`src/rtl/pd_pluse_pkg.sv`:
```
// Shared types and sizes for the pulse-generator parameter loader.
package pd_pluse_pkg;

    localparam int DEPTH    = 16;
    localparam int CHOICE_W = 4;
    localparam int DATA_W   = 16;

    typedef enum logic [2:0] {
        ST_IDLE,
        ST_SETUP,
        ST_STROBE,
        ST_GAP,
        ST_START
    } state_t;

endpackage

```
`src/rtl/pd_pluse_loader_if.sv`:
```
// Host-side write/go signals and pulse-generator side outputs of the loader.
interface pd_pluse_loader_if;
    import pd_pluse_pkg::*;

    logic                host_we;
    logic [CHOICE_W-1:0] host_addr;
    logic [DATA_W-1:0]   host_wdata;
    logic                cfg_go;
    logic [CHOICE_W-1:0] pd_pluse_choice;
    logic [DATA_W-1:0]   pd_pluse_data;
    logic                pd_pluse_load;
    logic                pluse_start;
    logic                busy;
    logic                done;
    logic                wr_err;

    modport master (
        output host_we, host_addr, host_wdata, cfg_go,
        input  pd_pluse_choice, pd_pluse_data, pd_pluse_load,
        input  pluse_start, busy, done, wr_err
    );

    modport slave (
        input  host_we, host_addr, host_wdata, cfg_go,
        output pd_pluse_choice, pd_pluse_data, pd_pluse_load,
        output pluse_start, busy, done, wr_err
    );

endinterface

```
`src/rtl/pd_pluse_prienc.sv`:
```
// Lowest-set-bit priority encoder over the pending mask.
import pd_pluse_pkg::*;

module pd_pluse_prienc (
    input  logic [DEPTH-1:0]    mask,
    output logic [CHOICE_W-1:0] idx,
    output logic                any
);

    // scan from the top down so the lowest set bit is the last one to win
    always_comb begin
        idx = '0;
        any = 1'b0;
        for (int i = DEPTH - 1; i >= 0; i--) begin
            if (mask[i]) begin
                idx = CHOICE_W'(i);
                any = 1'b1;
            end
        end
    end

endmodule

```
`src/rtl/pd_pluse_loader.sv`:
```
// Streams pending parameter-table entries to the pulse generator, then fires
// a single start pulse.
//
// state     | meaning
// ----------+----------------------------------------------------------
// ST_IDLE   | host may write the table; waiting for cfg_go
// ST_SETUP  | choice/data presented, load low (1 cycle)
// ST_STROBE | load high for LOAD_HOLD cycles, pending bit cleared at end
// ST_GAP    | LOAD_GAP idle cycles after a strobe
// ST_START  | pluse_start and done high for one cycle
import pd_pluse_pkg::*;

module pd_pluse_loader #(
    parameter int LOAD_HOLD = 2,
    parameter int LOAD_GAP  = 1
) (
    input logic               clk_sys,
    input logic               rst_n,
    pd_pluse_loader_if.slave  bus
);

    localparam logic [3:0] HOLD_M1 = 4'(LOAD_HOLD - 1);
    localparam logic [3:0] GAP_M1  = 4'((LOAD_GAP > 0) ? LOAD_GAP - 1 : 0);

    state_t              state;
    logic [3:0]          cnt;
    logic [DATA_W-1:0]   tbl [DEPTH];
    logic [DEPTH-1:0]    pending;
    logic [DEPTH-1:0]    pending_nx;
    logic                we_ok;
    logic                last_strobe;
    logic [CHOICE_W-1:0] sel_idx;
    logic                sel_any;
    logic [DATA_W-1:0]   sel_data;

    logic [CHOICE_W-1:0] choice_q;
    logic [DATA_W-1:0]   data_q;
    logic                load_q;
    logic                start_q;
    logic                busy_q;
    logic                done_q;
    logic                wr_err_q;

    // Selection looks at the mask as it will be next cycle, so a write landing
    // together with cfg_go, or a bit cleared in the last strobe cycle, is
    // already accounted for when the next SETUP is entered.
    always_comb begin
        we_ok       = bus.host_we && (state == ST_IDLE);
        last_strobe = (state == ST_STROBE) && (cnt == 4'd0);
        pending_nx  = pending;
        if (we_ok)
            pending_nx[bus.host_addr] = 1'b1;
        if (last_strobe)
            pending_nx[choice_q] = 1'b0;
        sel_data = (we_ok && (bus.host_addr == sel_idx)) ? bus.host_wdata : tbl[sel_idx];
    end

    pd_pluse_prienc u_prienc (
        .mask (pending_nx),
        .idx  (sel_idx),
        .any  (sel_any)
    );

    // parameter table, writable only while idle
    always_ff @(posedge clk_sys or negedge rst_n) begin
        if (!rst_n) begin
            for (int i = 0; i < DEPTH; i++)
                tbl[i] <= '0;
        end else if (we_ok) begin
            tbl[bus.host_addr] <= bus.host_wdata;
        end
    end

    // pending mask follows the combinational next-state view
    always_ff @(posedge clk_sys or negedge rst_n) begin
        if (!rst_n)
            pending <= '0;
        else
            pending <= pending_nx;
    end

    // flag host writes that arrive while a stream is in progress
    always_ff @(posedge clk_sys or negedge rst_n) begin
        if (!rst_n)
            wr_err_q <= 1'b0;
        else
            wr_err_q <= bus.host_we && (state != ST_IDLE);
    end

    // sequencing FSM with registered outputs
    always_ff @(posedge clk_sys or negedge rst_n) begin
        if (!rst_n) begin
            state    <= ST_IDLE;
            cnt      <= 4'd0;
            choice_q <= '0;
            data_q   <= '0;
            load_q   <= 1'b0;
            start_q  <= 1'b0;
            busy_q   <= 1'b0;
            done_q   <= 1'b0;
        end else begin
            start_q <= 1'b0;
            done_q  <= 1'b0;
            case (state)
                ST_IDLE: begin
                    if (bus.cfg_go) begin
                        busy_q <= 1'b1;
                        if (sel_any) begin
                            state    <= ST_SETUP;
                            choice_q <= sel_idx;
                            data_q   <= sel_data;
                        end else begin
                            state   <= ST_START;
                            start_q <= 1'b1;
                            done_q  <= 1'b1;
                        end
                    end
                end
                ST_SETUP: begin
                    state  <= ST_STROBE;
                    load_q <= 1'b1;
                    cnt    <= HOLD_M1;
                end
                ST_STROBE: begin
                    if (cnt == 4'd0) begin
                        load_q <= 1'b0;
                        if (LOAD_GAP > 0) begin
                            state <= ST_GAP;
                            cnt   <= GAP_M1;
                        end else if (sel_any) begin
                            state    <= ST_SETUP;
                            choice_q <= sel_idx;
                            data_q   <= sel_data;
                        end else begin
                            state   <= ST_START;
                            start_q <= 1'b1;
                            done_q  <= 1'b1;
                        end
                    end else begin
                        cnt <= cnt - 4'd1;
                    end
                end
                ST_GAP: begin
                    if (cnt == 4'd0) begin
                        if (sel_any) begin
                            state    <= ST_SETUP;
                            choice_q <= sel_idx;
                            data_q   <= sel_data;
                        end else begin
                            state   <= ST_START;
                            start_q <= 1'b1;
                            done_q  <= 1'b1;
                        end
                    end else begin
                        cnt <= cnt - 4'd1;
                    end
                end
                ST_START: begin
                    state  <= ST_IDLE;
                    busy_q <= 1'b0;
                end
                default: begin
                    state  <= ST_IDLE;
                    load_q <= 1'b0;
                    busy_q <= 1'b0;
                end
            endcase
        end
    end

    assign bus.pd_pluse_choice = choice_q;
    assign bus.pd_pluse_data   = data_q;
    assign bus.pd_pluse_load   = load_q;
    assign bus.pluse_start     = start_q;
    assign bus.busy            = busy_q;
    assign bus.done            = done_q;
    assign bus.wr_err          = wr_err_q;

endmodule

```
`src/flat_wrapper.sv`:
```
// flat-port wrapper written by rule: the top's interface ports become plain ports
module pd_pluse_loader_flat 
#(
    parameter int LOAD_HOLD = 2,
    parameter int LOAD_GAP  = 1
)
  (clk_sys, rst_n, bus_host_we, bus_host_addr, bus_host_wdata, bus_cfg_go, bus_pd_pluse_choice, bus_pd_pluse_data, bus_pd_pluse_load, bus_pluse_start, bus_busy, bus_done, bus_wr_err);
  pd_pluse_loader_if bus_i ();
  input logic clk_sys;
  input logic rst_n;
  input wire logic [$bits(bus_i.host_we)-1:0] bus_host_we;
  input wire logic [$bits(bus_i.host_addr)-1:0] bus_host_addr;
  input wire logic [$bits(bus_i.host_wdata)-1:0] bus_host_wdata;
  input wire logic [$bits(bus_i.cfg_go)-1:0] bus_cfg_go;
  output wire logic [$bits(bus_i.pd_pluse_choice)-1:0] bus_pd_pluse_choice;
  output wire logic [$bits(bus_i.pd_pluse_data)-1:0] bus_pd_pluse_data;
  output wire logic [$bits(bus_i.pd_pluse_load)-1:0] bus_pd_pluse_load;
  output wire logic [$bits(bus_i.pluse_start)-1:0] bus_pluse_start;
  output wire logic [$bits(bus_i.busy)-1:0] bus_busy;
  output wire logic [$bits(bus_i.done)-1:0] bus_done;
  output wire logic [$bits(bus_i.wr_err)-1:0] bus_wr_err;
  assign bus_i.host_we = bus_host_we;
  assign bus_i.host_addr = bus_host_addr;
  assign bus_i.host_wdata = bus_host_wdata;
  assign bus_i.cfg_go = bus_cfg_go;
  assign bus_pd_pluse_choice = bus_i.pd_pluse_choice;
  assign bus_pd_pluse_data = bus_i.pd_pluse_data;
  assign bus_pd_pluse_load = bus_i.pd_pluse_load;
  assign bus_pluse_start = bus_i.pluse_start;
  assign bus_busy = bus_i.busy;
  assign bus_done = bus_i.done;
  assign bus_wr_err = bus_i.wr_err;
  pd_pluse_loader #(.LOAD_HOLD(LOAD_HOLD), .LOAD_GAP(LOAD_GAP)) u_core (.clk_sys(clk_sys), .rst_n(rst_n), .bus(bus_i));
endmodule
```
`config.mk`:
```
export PLATFORM = sky130hd
export DESIGN_NAME = pd_pluse_loader_flat
export DESIGN_NICKNAME = d
export VERILOG_FILES = /design/src/rtl/pd_pluse_pkg.sv /design/src/rtl/pd_pluse_loader_if.sv /design/src/rtl/pd_pluse_prienc.sv /design/src/rtl/pd_pluse_loader.sv /design/src/flat_wrapper.sv
export SDC_FILE = /design/constraint.sdc
export NUM_CORES = 1
export LEC_CHECK = 0
export CAP_MARGIN = 0
export CELL_PAD_IN_SITES_DETAIL_PLACEMENT = 1
export CELL_PAD_IN_SITES_GLOBAL_PLACEMENT = 1
export CORE_MARGIN = 2
export CORE_UTILIZATION = 45
export CTS_CLUSTER_SIZE = 40
export DETAILED_ROUTE_END_ITERATION = 10
export PLACE_DENSITY = 0.85
export SLEW_MARGIN = 30
export SYNTH_ARGS = -nofsm -noshare
export SYNTH_HDL_FRONTEND = slang
export SYNTH_SLANG_ARGS = --single-unit
export TNS_END_PERCENT = 30
```
`constraint.sdc`:
```
create_clock -name clk_sys -period 3.7 [get_ports clk_sys]
set_clock_uncertainty 0.2 [all_clocks]
set_input_delay 0.37 -clock clk_sys [delete_from_list [all_inputs] [get_ports clk_sys]]
set_output_delay 0.37 -clock clk_sys [all_outputs]
set_load 0.05 [all_outputs]
```
==> flow_metrics.env <==
export IMPL_vias=11150
export IMPL_viasPerCell=6.870
export IMPL_fin_crit_ps=4406
export IMPL_cts_made_buffers=30
export IMPL_drc=0
export IMPL_p_switching_w=0.007329
export IMPL_synth_main_ff_cell="dfrtp_1"
export IMPL_avgRoutedWirePerCell_um=34.68
export IMPL_initial_core_util_pct=45.52
export IMPL_peakVddDrop_uv=714.8
export IMPL_die_h_um=182.4
export IMPL_die_area_um2=33280
export IMPL_clock_power_share_pct=17.9
export IMPL_nets=1226
export IMPL_setup_viol=21
export IMPL_cp_max_fo=7
export IMPL_antenna_found_initial=3
export IMPL_critical_path_class="register to register"
export IMPL_setup_tns_ps=-10890
export IMPL_cp_arrival_ps=4640
export IMPL_synth_edf_count=0
export IMPL_syn_area_per_cell_um2=13.59
export IMPL_h_tree_depth=1
export IMPL_violations="setup timing"
export IMPL_slowest_delay_ps=510
export IMPL_post_route_period_util_pct=119.1
export IMPL_boundaryPins=49
export IMPL_die_x_um=182.4
export IMPL_outcome="finished, violations left"
export IMPL_core_um2=31470
export IMPL_hp_class="primary input to asynchronous set/reset pin"
export IMPL_finalWirelength_mm=56.29
export IMPL_critical_path_slowest_cell="or4_4"
export IMPL_yosysWarnings=0
export IMPL_swShare_pct=41.50
export IMPL_clkLatencyLatePin_ps=570
export IMPL_slew_viol_final=0
export IMPL_path_cells="inv_2, ha_4, or4b_4, or4_4, o22ai_4, inv_4, or3_4, a311o_1, nand2_4, bufbuf_16, buf_4, mux2i_1, a221o_1, o2111ai_2"
export IMPL_yosysSeqAreaShare_pct=52.92
export IMPL_start_kind="register"
export IMPL_power_w=0.01766
export IMPL_crit_path_end_kind="register"
export IMPL_slew_headroom_pct=39.47
export IMPL_grt_max_degree=111
export IMPL_synth_cell_types=67
export IMPL_power_share_combinational_pct=54.1
export IMPL_cts_buffer_depth=3
export IMPL_cts_sinks=303
export IMPL_drtAntennaViolNets=0
export IMPL_placed_cell_area_um2=16060
export IMPL_max_cap_viol_count=0
export IMPL_drt_iter0_drc=1095
export IMPL_place_hpwl_mm=26.68
export IMPL_cts_tree="built"
export IMPL_synth_cells=1054
export IMPL_synth_fp_nets=1080
export IMPL_p_seq_share_pct=28.1
export IMPL_num_rows=65
export IMPL_internal_power_w=0.01033
export IMPL_grt_pass1_wl_mm=78.69
export IMPL_hold_viol_final=0
export IMPL_fin_ws_ps=-705.7
export IMPL_power_density_nw_per_um2=995.5
export IMPL_fmax_mhz=227.0
export IMPL_syn2layout_area_growth_pct=23.82
export IMPL_final_area_um2=17740
export IMPL_synth_area_um2=14330
export IMPL_rsz0062_at_grt="true"
export IMPL_grt_usage_pct=31.77
export IMPL_hold_slack_ps=246.6
export IMPL_gp_congestion=0.8722
export IMPL_leakagePower_nw=8.234
export IMPL_portBuffers=48
export IMPL_drive_gt1_share_pct=46.19
export IMPL_cts_root_buf="clkbuf_16"
export IMPL_first_pass_iters=5
export IMPL_ys_seq_elements=303
export IMPL_worst_pin_slew_ps=908.0
export IMPL_grt_pass1_vias=11980
export IMPL_synthArstFlopShare_pct=100.0
export IMPL_path_clk_slew_ps=70
export IMPL_required_ps=3940
export IMPL_grt_overflow_total=0
power by group through the flow:
stage	clock network [W]	logic [W]	registers [W]
6_report	0.00315	0.00955	0.00495
3_3_place_gp	0	0.00699	0.00472
2_1_floorplan	0	0.00466	0.00488
4_1_cts	0.00310	0.00873	0.00482
5_1_grt	0.00328	0.00984	0.00499
3_5_place_dp	0	0.00738	0.00480
critical path, delay by kind of cell, from the launching register on:
kind	cells	cell delay, ps
AOI/OAI and AO/OA	4	950
adders and majority gates	1	140
DFF	1	400
muxes	1	330
and+or+nand+nor	4	1590
buffers and inverters	4	660
cell type report:
type	count	area (µm²)
diodes	2	5.005
clock buffers	43	860.8
clock inverters	8	97.59
fillers	2963	13730
inverters	19	73.82
multi-input cells	646	6608
flip-flops and latches	303	7582
well taps	402	503.0
repair buffers	200	2011
routing by layer:
layer	wire length, µm	vias to the layer above	global-route usage, %
li1	-	4240	-
met1	20400	5783	37.12
met2	27350	803	54.64
met3	4265	322	6.067
met4	4257	2	18.97
met5	13	-	0
logic make-up after synthesis:
logic type / Yosys count / synth area share, %
multiplexers: 338 / 28.65
AND/OR/NAND/NOR: 150 / 6.104
AO/OA/AOI/OAI: 155 / 8.768
flip-flops: 303 / 52.92
buffers and inverters: 105 / 3.188
adder cells (fa/ha/maj): 2 / 0.1746
XOR/XNOR: 1 / 0.1921
sequential cells by signal (all words and copies together) (netlist names):
register	count
u_core.cnt	4
u_core.bus.pd_pluse_data	16
u_core.bus.wr_err	1
u_core.tbl	256
u_core.bus.pd_pluse_load	1
u_core.bus.busy	1
u_core.state	3
u_core.bus.pluse_start	1
u_core.bus.pd_pluse_choice	4
u_core.pending	16
Yosys cell counts (9+ instances only):
| master | count | area, µm² |
|---|---|---|
| dfrtp_1 | 303 | 7582 |
| mux2_2 | 257 | 2894 |
| clkbuf_1 | 58 | 217.7 |
| mux2i_1 | 49 | 490.5 |
| nand2_1 | 45 | 168.9 |
| a21oi_1 | 41 | 205.2 |
| a221o_1 | 34 | 340.3 |
| mux4_2 | 32 | 720.7 |
| a31oi_1 | 19 | 118.9 |
| nor2b_1 | 19 | 118.9 |
| inv_1 | 17 | 63.81 |
| nor2_1 | 17 | 63.81 |
| nor3_1 | 13 | 65.06 |
| buf_2 | 11 | 55.05 |
| o2111ai_2 | 10 | 150.1 |
| or2_2 | 9 | 56.30 |
layout by cell type, fill, tap and decap left out, drive strengths merged, types with 4 or more instances in the layout:
master and count:
a31oi 19, nor3 14, mux2 257, nand2b 4, dfrtp 303, a221o 34
o22ai 7, or2 11, mux2i 49, nor2 17, mux4 32, o2111ai 17
buf 150, nor2b 19, o21ai 8, clkbuf 43, inv 19, nor4 4
a41oi 5, or3 4, nand2 46, nand3 7, a21oi 41, clkdlybuf4s50 47
worst paths after layout:
| check | start | to | slack, ps | cells after the start |
|---|---|---|---|---|
| worst max-delay path | u_core.cnt[0] | u_core.bus.pd_pluse_data[14] | -710 | 14 |
| worst min-delay path | rst_n | u_core.tbl[192] | 250 | 2 |
| worst max register to register | u_core.cnt[0] | u_core.bus.pd_pluse_data[14] | -710 | 14 |
| worst min register to register | u_core.tbl[99] | u_core.tbl[99] | 300 | 1 |
| max in group asynchronous | rst_n | u_core.tbl[54] | 2010 | 3 |
| min in group clk_sys | bus_host_we | u_core.bus.wr_err | 290 | 2 |
through the flow:
step / instances / util (%) / setup slack (ps)
floorplan: 1054 / - / -186.3
global placement: 1537 / 51.01 / -373.6
global route: 1622 / 56.36 / -757.0
CTS: 1610 / 55.65 / -515.6
detailed placement: 1537 / 51.01 / -534.6
finish: 1623 / 56.37 / -705.7
timing repair:
action | CTS | global route
hold endpoints to repair | 105 | 0
resized for setup | 36 | 30
buffers inserted | 16 | 13
pin swaps | 12 | 14
hold buffers | 1 | 0
cloned | 6 | 0
endpoints found under the setup margin | 18 | 19
(Power assumes the default switching activity.)
